## config.mk

```make
export PLATFORM = sky130hd
export DESIGN_NAME = br_hazard_unit_flat
export DESIGN_NICKNAME = d
export VERILOG_FILES = /design/src/rtl/br_hazard_pkg.sv /design/src/rtl/br_hazard_unit_if.sv /design/src/rtl/br_fwd_match.sv /design/src/rtl/br_hazard_unit.sv /design/src/flat_wrapper.sv
export SDC_FILE = /design/constraint.sdc
export NUM_CORES = 1
export LEC_CHECK = 0
export ABC_AREA = 1
export CAP_MARGIN = 5
export CORE_MARGIN = 2
export CORE_UTILIZATION = 36
export CTS_BUF_LIST = sky130_fd_sc_hd__clkbuf_16
export DETAILED_ROUTE_END_ITERATION = 12
export PLACE_DENSITY = 0.88
export SLEW_MARGIN = 20
export SYNTH_ARGS = -nofsm -noshare
export SYNTH_HDL_FRONTEND = slang
export SYNTH_SLANG_ARGS = --single-unit
```

## constraint.sdc

```tcl
create_clock -name i_clk -period 6.3 [get_ports i_clk]
set_input_delay 0.945 -clock i_clk [delete_from_list [all_inputs] [get_ports i_clk]]
set_output_delay 0.945 -clock i_clk [all_outputs]
set_load 0.05 [all_outputs]
```

## src/rtl/br_hazard_pkg.sv

```systemverilog
// rtl/br_hazard_pkg.sv - shared types, select encoding and width helpers for br_hazard_unit
// Purpose: FSM state enum, register-file select code and width helper functions.
// Ports: none (package).
package br_hazard_pkg;

  typedef enum logic [0:0] {
    IDLE  = 1'b0,
    STALL = 1'b1
  } state_t;

  // Select value meaning "take the operand from the register file".
  localparam int SEL_RF = 0;

  function automatic int sel_width(input int num_fwd);
    return (num_fwd < 1) ? 1 : $clog2(num_fwd + 1);
  endfunction

  function automatic int idx_width(input int num_fwd);
    return (num_fwd < 2) ? 1 : $clog2(num_fwd);
  endfunction

  function automatic int cnt_width(input int ready_stg);
    return (ready_stg < 1) ? 1 : $clog2(ready_stg + 1);
  endfunction

endpackage

```

## src/rtl/br_hazard_unit_if.sv

```systemverilog
// rtl/br_hazard_unit_if.sv - decoder-side bus of the ID-stage branch hazard unit
// Purpose: groups branch operand, pipeline destination and hazard control signals.
// Ports: master = pipeline side (drives i_*), slave = hazard unit (drives o_*).
interface br_hazard_unit_if #(
  parameter int NUM_SRC = 2,
  parameter int NUM_FWD = 3,
  parameter int AW      = 5
);
  import br_hazard_pkg::*;

  localparam int SEL_W = sel_width(NUM_FWD);

  logic                     i_br_valid;
  logic [NUM_SRC*AW-1:0]    i_rs_addr;
  logic [NUM_FWD*AW-1:0]    i_stg_rdaddr;
  logic [NUM_FWD-1:0]       i_stg_rdwren;
  logic [NUM_FWD-1:0]       i_stg_ld;
  logic                     i_mispredict;
  logic [NUM_SRC*SEL_W-1:0] o_fwd_sel;
  logic                     o_stall;
  logic                     o_flush_ifid;
  logic [31:0]              o_stall_cycles;
  logic [15:0]              o_stall_events;

  modport master (
    output i_br_valid, i_rs_addr, i_stg_rdaddr, i_stg_rdwren, i_stg_ld, i_mispredict,
    input  o_fwd_sel, o_stall, o_flush_ifid, o_stall_cycles, o_stall_events
  );

  modport slave (
    input  i_br_valid, i_rs_addr, i_stg_rdaddr, i_stg_rdwren, i_stg_ld, i_mispredict,
    output o_fwd_sel, o_stall, o_flush_ifid, o_stall_cycles, o_stall_events
  );

endinterface

```

## src/rtl/br_fwd_match.sv

```systemverilog
// rtl/br_fwd_match.sv - single-source priority forwarding matcher
// Purpose: finds the youngest downstream stage writing the source register.
// Ports: rs_addr_i, stg_rdaddr_i/stg_rdwren_i/stg_ld_i (per stage) in;
//        sel_o (0 = register file, k+1 = stage k), ld_o (winner is a load), idx_o (winner index) out.
module br_fwd_match
  import br_hazard_pkg::*;
#(
  parameter int NUM_FWD = 3,
  parameter int AW      = 5
) (
  input  logic [AW-1:0]                  rs_addr_i,
  input  logic [NUM_FWD*AW-1:0]          stg_rdaddr_i,
  input  logic [NUM_FWD-1:0]             stg_rdwren_i,
  input  logic [NUM_FWD-1:0]             stg_ld_i,
  output logic [sel_width(NUM_FWD)-1:0]  sel_o,
  output logic                           ld_o,
  output logic [idx_width(NUM_FWD)-1:0]  idx_o
);

  localparam int SEL_W = sel_width(NUM_FWD);
  localparam int IDX_W = idx_width(NUM_FWD);

  // Scan oldest to youngest so the lowest matching stage overwrites the rest.
  always_comb begin
    sel_o = SEL_W'(SEL_RF);
    ld_o  = 1'b0;
    idx_o = '0;
    for (int k = NUM_FWD - 1; k >= 0; k--) begin
      if (stg_rdwren_i[k] && (stg_rdaddr_i[k*AW +: AW] != '0) &&
          (stg_rdaddr_i[k*AW +: AW] == rs_addr_i)) begin
        sel_o = SEL_W'(k + 1);
        ld_o  = stg_ld_i[k];
        idx_o = IDX_W'(k);
      end
    end
  end

endmodule

```

## src/rtl/br_hazard_unit.sv

```systemverilog
// rtl/br_hazard_unit.sv - ID-stage branch forwarding, load-use stall and mispredict flush
// Purpose: drives branch-compare operand muxes, PC/IF-ID hold and IF/ID flush.
// Ports: i_clk, i_rst_n (async active-low); bus (br_hazard_unit_if.slave) carries
//        branch/operand/stage inputs and o_fwd_sel, o_stall, o_flush_ifid, stats outputs.
// Optional: BR_HAZARD_STATS_EN builds saturating stall cycle/event counters.
module br_hazard_unit
  import br_hazard_pkg::*;
#(
  parameter int NUM_SRC        = 2,
  parameter int NUM_FWD        = 3,
  parameter int AW             = 5,
  parameter int LOAD_READY_STG = 2
) (
  input logic              i_clk,
  input logic              i_rst_n,
  br_hazard_unit_if.slave  bus
);

  localparam int SEL_W = sel_width(NUM_FWD);
  localparam int IDX_W = idx_width(NUM_FWD);
  localparam int CNT_W = cnt_width(LOAD_READY_STG);

  logic [SEL_W-1:0]         sel_w [NUM_SRC];
  logic [IDX_W-1:0]         idx_w [NUM_SRC];
  logic [NUM_SRC-1:0]       ld_w;
  logic [NUM_SRC*SEL_W-1:0] fwd_sel_pack;
  logic [CNT_W-1:0]         need_v;
  logic [CNT_W-1:0]         n_max;

  state_t           state_q, state_d;
  logic [CNT_W-1:0] cnt_q, cnt_d;
  logic             flush_q, flush_d;
  logic             stall_raw;
  logic             stall_o;

  for (genvar s = 0; s < NUM_SRC; s++) begin : g_src
    br_fwd_match #(
      .NUM_FWD (NUM_FWD),
      .AW      (AW)
    ) u_match (
      .rs_addr_i    (bus.i_rs_addr[s*AW +: AW]),
      .stg_rdaddr_i (bus.i_stg_rdaddr),
      .stg_rdwren_i (bus.i_stg_rdwren),
      .stg_ld_i     (bus.i_stg_ld),
      .sel_o        (sel_w[s]),
      .ld_o         (ld_w[s]),
      .idx_o        (idx_w[s])
    );
  end

  always_comb begin
    fwd_sel_pack = '0;
    for (int s = 0; s < NUM_SRC; s++) fwd_sel_pack[s*SEL_W +: SEL_W] = sel_w[s];
  end
  assign bus.o_fwd_sel = fwd_sel_pack;

  // A load caught k stages downstream needs LOAD_READY_STG-k cycles before it can forward.
  always_comb begin
    n_max  = '0;
    need_v = '0;
    for (int s = 0; s < NUM_SRC; s++) begin
      need_v = '0;
      if (ld_w[s] && (int'(idx_w[s]) < LOAD_READY_STG))
        need_v = CNT_W'(LOAD_READY_STG - int'(idx_w[s]));
      if (need_v > n_max) n_max = need_v;
    end
  end

  always_comb begin
    state_d   = state_q;
    cnt_d     = cnt_q;
    stall_raw = 1'b0;
    unique case (state_q)
      IDLE: begin
        // The flush cycle's IF/ID contents are dead, so no stall is raised for them.
        if (bus.i_br_valid && (n_max != '0) && !flush_q) begin
          stall_raw = 1'b1;
          cnt_d     = n_max - CNT_W'(1);
          if (n_max != CNT_W'(1)) state_d = STALL;
        end
      end
      STALL: begin
        stall_raw = 1'b1;
        cnt_d     = cnt_q - CNT_W'(1);
        if (cnt_q == CNT_W'(1)) state_d = IDLE;
      end
      default: state_d = IDLE;
    endcase
  end

  // Reset forces the hold low at once, even mid-stall.
  assign stall_o = stall_raw & i_rst_n;
  assign flush_d = bus.i_br_valid && bus.i_mispredict && !stall_o;

  always_ff @(posedge i_clk or negedge i_rst_n) begin
    if (!i_rst_n) begin
      state_q <= IDLE;
      cnt_q   <= '0;
      flush_q <= 1'b0;
    end else begin
      state_q <= state_d;
      cnt_q   <= cnt_d;
      flush_q <= flush_d;
    end
  end

  assign bus.o_stall      = stall_o;
  assign bus.o_flush_ifid = flush_q;

`ifdef BR_HAZARD_STATS_EN
  logic [31:0] stall_cycles_q;
  logic [15:0] stall_events_q;

  always_ff @(posedge i_clk or negedge i_rst_n) begin
    if (!i_rst_n) begin
      stall_cycles_q <= '0;
      stall_events_q <= '0;
    end else begin
      if (stall_o && (stall_cycles_q != '1)) stall_cycles_q <= stall_cycles_q + 32'd1;
      if (stall_o && (state_q == IDLE) && (stall_events_q != '1))
        stall_events_q <= stall_events_q + 16'd1;
    end
  end

  assign bus.o_stall_cycles = stall_cycles_q;
  assign bus.o_stall_events = stall_events_q;
`else
  assign bus.o_stall_cycles = '0;
  assign bus.o_stall_events = '0;
`endif

endmodule

```

## src/flat_wrapper.sv

```systemverilog
// flat-port wrapper written by rule: the top's interface ports become plain ports
module br_hazard_unit_flat import br_hazard_pkg::*;
#(
  parameter int NUM_SRC        = 2,
  parameter int NUM_FWD        = 3,
  parameter int AW             = 5,
  parameter int LOAD_READY_STG = 2
)
  (i_clk, i_rst_n, bus_i_br_valid, bus_i_rs_addr, bus_i_stg_rdaddr, bus_i_stg_rdwren, bus_i_stg_ld, bus_i_mispredict, bus_o_fwd_sel, bus_o_stall, bus_o_flush_ifid, bus_o_stall_cycles, bus_o_stall_events);
  br_hazard_unit_if #(.NUM_SRC(NUM_SRC), .NUM_FWD(NUM_FWD), .AW(AW)) bus_i ();
  input logic i_clk;
  input logic i_rst_n;
  input wire logic [$bits(bus_i.i_br_valid)-1:0] bus_i_br_valid;
  input wire logic [$bits(bus_i.i_rs_addr)-1:0] bus_i_rs_addr;
  input wire logic [$bits(bus_i.i_stg_rdaddr)-1:0] bus_i_stg_rdaddr;
  input wire logic [$bits(bus_i.i_stg_rdwren)-1:0] bus_i_stg_rdwren;
  input wire logic [$bits(bus_i.i_stg_ld)-1:0] bus_i_stg_ld;
  input wire logic [$bits(bus_i.i_mispredict)-1:0] bus_i_mispredict;
  output wire logic [$bits(bus_i.o_fwd_sel)-1:0] bus_o_fwd_sel;
  output wire logic [$bits(bus_i.o_stall)-1:0] bus_o_stall;
  output wire logic [$bits(bus_i.o_flush_ifid)-1:0] bus_o_flush_ifid;
  output wire logic [$bits(bus_i.o_stall_cycles)-1:0] bus_o_stall_cycles;
  output wire logic [$bits(bus_i.o_stall_events)-1:0] bus_o_stall_events;
  assign bus_i.i_br_valid = bus_i_br_valid;
  assign bus_i.i_rs_addr = bus_i_rs_addr;
  assign bus_i.i_stg_rdaddr = bus_i_stg_rdaddr;
  assign bus_i.i_stg_rdwren = bus_i_stg_rdwren;
  assign bus_i.i_stg_ld = bus_i_stg_ld;
  assign bus_i.i_mispredict = bus_i_mispredict;
  assign bus_o_fwd_sel = bus_i.o_fwd_sel;
  assign bus_o_stall = bus_i.o_stall;
  assign bus_o_flush_ifid = bus_i.o_flush_ifid;
  assign bus_o_stall_cycles = bus_i.o_stall_cycles;
  assign bus_o_stall_events = bus_i.o_stall_events;
  br_hazard_unit #(.NUM_SRC(NUM_SRC), .NUM_FWD(NUM_FWD), .AW(AW), .LOAD_READY_STG(LOAD_READY_STG)) u_core (.i_clk(i_clk), .i_rst_n(i_rst_n), .bus(bus_i));
endmodule
```

==> results.md, run 1 <==
* Ys Warns at 0
* Clock transition at path regs at 0.03 ns
* Register Area at roughly 100 um^2
* RSZ-0062 raised after global routing: no
* Clock sinks at 4
* IO Count at 89
* Min-Delay Path Class: reg -> reg
* Worst path slowest cell: clkdlybuf4s50_1
* Clk_lat worst skew at 0.22 ns
* CP arrival at 4.56 ns
* GRT Util Overall at 13.37%
* Via count at roughly 1300
* Max Fclk at 181.8 MHz
* CTS hold repair buffers at 0
* Post-DP HPWL at 2591 um
* Via/cell ratio at between 4 and 5
* Inserted Diodes at 0
* DR pass1 iterations at 4
* Power density over cell area at 178.4 nW/um^2
* Final hold vios at 0
* Die Area at 4211 um^2
* Slew Viols, Final at 0
* CP Capture Type: output port
* H-tree levels at 1
* Switching part of the total at 45.79%
* Setup CP Type: in -> out
* Worst-path fanout max at 4
* Initial Util at ~37%
* Syn Std Cell Area at 1335 um^2
* IO buf count at 40
* Final period utilization at 87.31%
* Vias in the first global route at 1142
* Slew @ Worst Pin at around 0.5 ns
* First-pass GRT wire length at between 4000 and 5000 um
* Switching pwr at 0.1376 mW
* GRT overflow at 0
* Endpoints failing setup at 0
* Top cells by area, synth: buf_4 (27%), nand2_1 (14%), inv_1 (7.9%)
* Clock Skew at about 0.0023 ns
* Total CTS buffers at 3
* Mapped Cells at 216
* Routed wire per std cell at 9.320 um
* # Post-CTS Setup Buffers at 0
* Leak at about 0.89 nW
* PostCTS Resize Cnt at 0
* Row count at 22
* Layout Nets at roughly 300
* Share of cells above drive strength 1 at under 10%
* Min Hold Slack at 0.5763 ns
* Register area share after synthesis at 7.498%
* Synth cell types at 27
* Yosys top cell area share at a little over a quarter
* Min Tclk post-route at 5.501 ns
* Multi-input gate area in the final layout at 914.6 um^2
* Worst Path Required at 5.35 ns
* Setup TNS at 0 ns
* Worst slew margin relative to its limit at 65.71%
* Placer Congestion at 0.8632
* Max clock buf depth at 2
* Reg power frac at 13.7%
* Delay of the slowest cell on the worst path at 0.58 ns
* Area of the core at 3606 um^2
* Die H at 64.90 um
* DR DRC count at 0
* Initial antenna violation count at 0
* CTS tree: built
* Maxcap violations at 0
* Status: finished, final reports clean
* Peak supply drop at 0.00006687 V
* Post-Route WL at about 2900 um
* Die width at 64.90 um
* Largest net degree at the start of global routing at 6
* Filler Cell Count at 372
* Avg Cell Area, Syn at slightly above 6 um^2
* Area Overhead vs Synth at 26.15%
* Startpoint types: primary input
* Synth area leader: buf_4
* Int Power at about 0.16 mW
* Comb pwr share at 53.9%
* Initial drt markers at 33
* Register bit total from synthesis at 4
* Total power at 0.3005 mW
* Clock Power Share at 32.4%
* DRT antenna net count at 0
* Root buffer cell: clkbuf_16
==> path summary, 6_finish.rpt <==
check / slack, ns / startpoint / to / cells after the start
worst max-delay path: 0.80 / bus_i_rs_addr[3] / bus_o_stall / 26
worst min-delay path: 0.58 / u_core.cnt_q[0] / u_core.cnt_q[0] / 2
worst max register to register: 5.13 / u_core.bus.o_flush_ifid / u_core.state_q / 5
worst min register to register: 0.58 / u_core.cnt_q[0] / u_core.cnt_q[0] / 2
max in group asynchronous: 5.17 / i_rst_n / u_core.cnt_q[0] / 1
min in group asynchronous: 0.94 / i_rst_n / u_core.cnt_q[1] / 1
==> layout make-up <==
| type | instances | share of cell area [%] |
|---|---|---|
| multi-input combinational | 175 | 54.31 |
| timing repair buffer | 40 | 23.63 |
| inverter | 36 | 8.098 |
| sequential | 4 | 5.944 |
| clock buffer | 3 | 4.458 |
| tap | 48 | 3.566 |
==> through the flow <==
step	utilization, %	instance area [um^2]	cells	setup slack, ns
6_report	46.70	1684	306	0.7992
3_3_place_gp	44.62	1609	303	0.9412
4_1_cts	46.70	1684	306	0.7950
5_1_grt	46.70	1684	306	0.4419
2_1_floorplan	-	1511	263	1.569
3_5_place_dp	44.62	1609	303	0.8042
==> cells in the mapped netlist <==
| cell type | instances |
|---|---|
| xnor2_1 | 11 |
| ha_1 | 7 |
| nand3_2 | 1 |
| nor3_2 | 1 |
| nor3_1 | 1 |
| conb_1 | 1 |
| xor2_1 | 8 |
| nor4_1 | 1 |
| nand2_1 | 50 |
| o21ai_0 | 2 |
| inv_1 | 28 |
| dfrtp_1 | 4 |
| nand4_1 | 5 |
| nor2_1 | 14 |
| clkinv_2 | 1 |
| nor3b_1 | 1 |
| nor2_4 | 2 |
| clkinv_1 | 1 |
| nor2_2 | 2 |
| nand4_2 | 1 |
| buf_4 | 48 |
| a21oi_1 | 1 |
| nand3_1 | 11 |
| o22ai_1 | 2 |
| o21a_1 | 2 |
| inv_2 | 6 |
| nand2_2 | 4 |
==> power groups by stage <==
stage / logic (mW) / registers [mW] / clock network (mW)
after floorplan: 0.139 / 0.0414 / 0
after global placement: 0.158 / 0.0400 / 0
after detailed placement: 0.160 / 0.0411 / 0
after CTS: 0.162 / 0.0411 / 0.0990
after global routing: 0.174 / 0.0424 / 0.0999
final: 0.162 / 0.0412 / 0.0973
==> flip-flops by register name (all words and copies together) (netlist names) <==
signal / flops
u_core.bus.o_flush_ifid: 1
u_core.state_q: 1
u_core.cnt_q: 2
==> kinds of logic after synthesis <==
kind of cell,count (synthesis),synth area share [%]
xor+xnor,19,12.46
simple gates,94,32.80
flops,4,7.498
other cells,1,0.2809
compound gates,7,3.186
fa+ha+maj,7,6.560
buf+inv,84,37.21
==> per-layer routing <==
layer / share of wire, % / vias to the layer above / track usage (%) / routed length (um)
met5: 0 / - / 0 / 0
li1: - / 646 / - / -
met4: 0.32 / 0 / 4.255 / 9
met2: 53 / 52 / 26.42 / 1518
met1: 38 / 554 / 14.06 / 1096
met3: 8.0 / 2 / 2.257 / 227
==> worst max-delay path: cells and delay by family <==
kind            cells  cell delay [ns]
buf+inv             8             1.12
fa+ha+maj           3             0.71
simple gates       13             1.43
compound gates      2             0.34
==> cells in the final DEF (no fill, tap or decap), drive strengths merged <==
cell and instances:
nand2 54, conb 48, clkdlybuf4s50 39, inv 34, nor2 18, nand3 12
xnor2 11, xor2 8, ha 7, nand4 6, dfrtp 4, clkbuf 3
o21ai 2, o21a 2, o22ai 2, clkinv 2, nor3 2, nor4 1
nor3b 1, a21oi 1, buf 1
Power figures use the tool's default switching activity.
==> run 2: changes to the inputs <==
- ABC_AREA: 1 -> unset
- CAP_MARGIN: 5 -> unset
- PLACE_DENSITY: 0.88 -> 0.92
==> run 2 against run 1 <==
- sequential power fell by 4%
- combinational power fell by 7%
- non-clock buffer count fell by 1
- sequential share of layout area grew 0.59 points
- final cell count is 22% lower
- clock skew decreased by 0.0022 ns
- sequential cell count stayed put
- critical endpoint unchanged
- largest power group unchanged
==> results.md, run 2 <==
* CP Capture Type: output port
* Delay of the slowest cell on the worst path at 0.58 ns (about the same)
* Mapped Cells at 153 (-29%)
* Post-route worst setup slack at 0.3500 ns (-0.4492 ns)
* Slew @ Worst Pin at 0.5491 ns (+0.03626 ns)
* Min-Delay Path Class: reg -> reg
* Max clock buf depth at 2 (unchanged)
* Area of the core at 3078 um^2 (-15%)
* Initial Util at 38.13% (+1.1 points)
* Most common cell in the netlist: buf_4
* Maxcap violations at 0 (unchanged)
* Setup Slack @ Placement at 0.1109 ns (-0.6933 ns)
* Layout Utilization at 49.76% (+3.1 points)
* Endpoints failing setup at 0 (unchanged)
* Worst-path cell chain: clkdlybuf4s50_1 -> xnor2_1 -> nand2_1 -> or4_1 -> nor2_2 -> inv_1 -> ha_1 -> inv_1 -> a211o_1 -> ha_1 -> nor2_1 -> nor2_1 -> a21oi_1 -> nor3b_1 -> a32o_2 -> inv_1 -> ha_1 -> or3b_4 -> a21boi_2 -> buf_12
* Synth cell types at 29 (+7.4%)
* Total CTS buffers at 3 (unchanged)
* Asr flop ratio synth at 100.0% (unchanged)
* Prevailing post-synth register cell: dfrtp_1
* CP arrival at 5.00 ns (+0.44 ns)
* Startpoint types: primary input
* Die width at 61.10 um (-5.9%)
* Share of cells above drive strength 1 at 6.701% (-1.8 points)
* Via count at 983 (-22%)
* Peak supply drop at 0.00006846 V (+2.4%)
* Top cells by area, synth: buf_4 (31%), xnor2_1 (16%), dfrtp_1 (8.5%)
* Final period utilization at 94.44% (+7.1 points)
* Clock sinks at 4 (unchanged)
* IO buf count at 39 (-2.5%)
* Leak at 0.6656 nW (-25%)
* Register area share after synthesis at 8.529% (+1.0 points)
* Setup CP Type: in -> out
* Syn Std Cell Area at 1174 um^2 (-12%)
* Worst path slowest cell: clkdlybuf4s50_1
* Clk_lat worst skew at 0.22 ns (about the same)
* Die H at 61.10 um (-5.9%)
* Inserted Diodes at 0 (unchanged)
* DR DRC count at 0 (unchanged)
* H-tree levels at 1 (unchanged)
* Worst Path Required at 5.35 ns (about the same)
* Worst-path fanout max at 6 (+2)
* Routed wire per std cell at 9.441 um (+1.3%)
* Slew Viols, Final at 0 (unchanged)
* Placer Congestion at 0.8071 (-6.5%)
* Top cell family by delay on the critical path: simple AND/OR/NAND/NOR gates
* Commonest non-fill, non-tap cells in the layout: conb_1 (48), clkdlybuf4s50_1 (38), xnor2_1 (21)
* Cell Area, Placed at 1445 um^2 (-10%)
* Via/cell ratio at 4.130 (+0.79%)
* Clock Skew at 0.0001233 ns (-0.002225 ns)
* Reg2reg path depth at 3 (-2)
* Min Tclk post-route at 5.950 ns (+0.4492 ns)
* GRT Util Overall at 12.19% (-1.2 points)
* Number of flip-flops in the largest register at 2 (unchanged)
* Final hold vios at 0 (unchanged)
* Final Instance Area at 1531 um^2 (-9.1%)
* Register bit total from synthesis at 4 (unchanged)
* Commonest cells post-synth: buf_4 (48), xnor2_1 (21), nor2_1 (12)
* DR pass1 iterations at 2 (-2)
* Initial antenna violation count at 0 (unchanged)
* Root buffer cell: clkbuf_16
* Layout Nets at 238 (-21%)
* First-pass GRT wire length at 3387 um (-26%)
* GRT overflow at 0 (unchanged)
* Buffers plus inverters on the worst setup path at 5 (-3)
* Status: finished, final reports clean
* IO Count at 89 (unchanged)
* Largest net degree at the start of global routing at 7 (+1)
* Power density over cell area at 188.2 nW/um^2 (+5.4%)
* Die Area at 3733 um^2 (-11%)
* Area Overhead vs Synth at 30.49%
* Max Fclk at 168.1 MHz (-7.5%)
* Vias in the first global route at 862 (-25%)
* Min Hold Slack at 0.5521 ns (-0.02419 ns)
* CTS tree: built
* Crit path depth at 20 (-23%)
* Initial drt markers at 17 (-48%)
* DRT antenna net count at 0 (unchanged)
* Avg Cell Area, Syn at 7.671 um^2 (+24%)
* Post-Route WL at 2247 um (-21%)
* CTS hold repair buffers at 0 (unchanged)
* Synth area leader: buf_4
* RSZ-0062 raised after global routing: no
* Hold Path Cell Cnt at 1 (-1)
* Post-synth EDFFs at 0 (unchanged)
* Setup TNS at 0 ns (unchanged)
* Clock transition at path regs at 0.03 ns (about the same)
* Row count at 20 (-9.1%)
* Yosys top cell area share at 30.70% (+3.7 points)
* Post-DP HPWL at 2099 um (-19%)
* Reg with most FFs: u_core.cnt_q
* Commonest non-fill, non-tap cell in the layout: conb_1
* Ys Warns at 0 (unchanged)
* Worst slew margin relative to its limit at 63.11% (-2.6 points)
==> run 2: area by class of cell <==
cell class,count,area (um^2)
fill,310,1546
sequential,4,100.1
inverter,7,26.28
tap,44,55.05
clock buffer,3,75.07
timing repair buffer,39,400.4
multi-input combinational,141,874.6
==> run 2: routing by layer <==
metal / track usage, % / vias to the layer above / share of wire (%)
li1: - / 491 / -
met1: 11.42 / 427 / 34
met2: 23.86 / 60 / 53
met3: 2.311 / 5 / 11
met4: 7.453 / 0 / 2.4
met5: 0 / - / 0
==> run 2: repair_timing <==
item	CTS	global route
setup buffers	0	0
setup endpoints to repair	0	1
resized for setup	0	4
==> run 2: logic make-up (layout without fill, tap and decap cells) <==
| kind of cell | count (synthesis) | after routing | synth area share [%] |
|---|---|---|---|
| fa+ha+maj | 7 | 7 | 7.462 |
| flops | 4 | 4 | 8.529 |
| xor+xnor | 30 | 30 | 22.39 |
| simple gates | 45 | 45 | 21.43 |
| buf+inv | 55 | 49 | 32.94 |
| compound gates | 11 | 11 | 6.930 |
| other cells | 1 | 48 | 0.3195 |
==> run 2: final timing paths <==
check / from / end / slack [ns]
worst min register to register: u_core.state_q / u_core.cnt_q[1] / 0.55
worst max register to register: u_core.bus.o_flush_ifid / u_core.state_q / 5.03
worst min-delay path: u_core.state_q / u_core.cnt_q[1] / 0.55
worst max-delay path: bus_i_rs_addr[1] / bus_o_stall / 0.35
max in group asynchronous: i_rst_n / u_core.state_q / 5.17
min in group asynchronous: i_rst_n / u_core.cnt_q[1] / 0.94
==> run 2: per-stage QoR <==
step / cells / total power, mW
floorplan: 200 / 0.1719
global route: 238 / 0.3035
CTS: 238 / 0.2900
detailed placement: 235 / 0.1902
finish: 238 / 0.2882
global placement: 235 / 0.1866
==> run 2: report_power, final <==
part	switching, mW	internal, mW
logic	0.103	0.0480
clock network	0.0170	0.0810
registers	0.00580	0.0336
total	0.126	0.163
==> run 3: changes to the inputs <==
- SLEW_MARGIN: 20 -> 15
==> results of run 3 <==
Same layout as run 2: the final DEF is identical, and so are final timing and power.
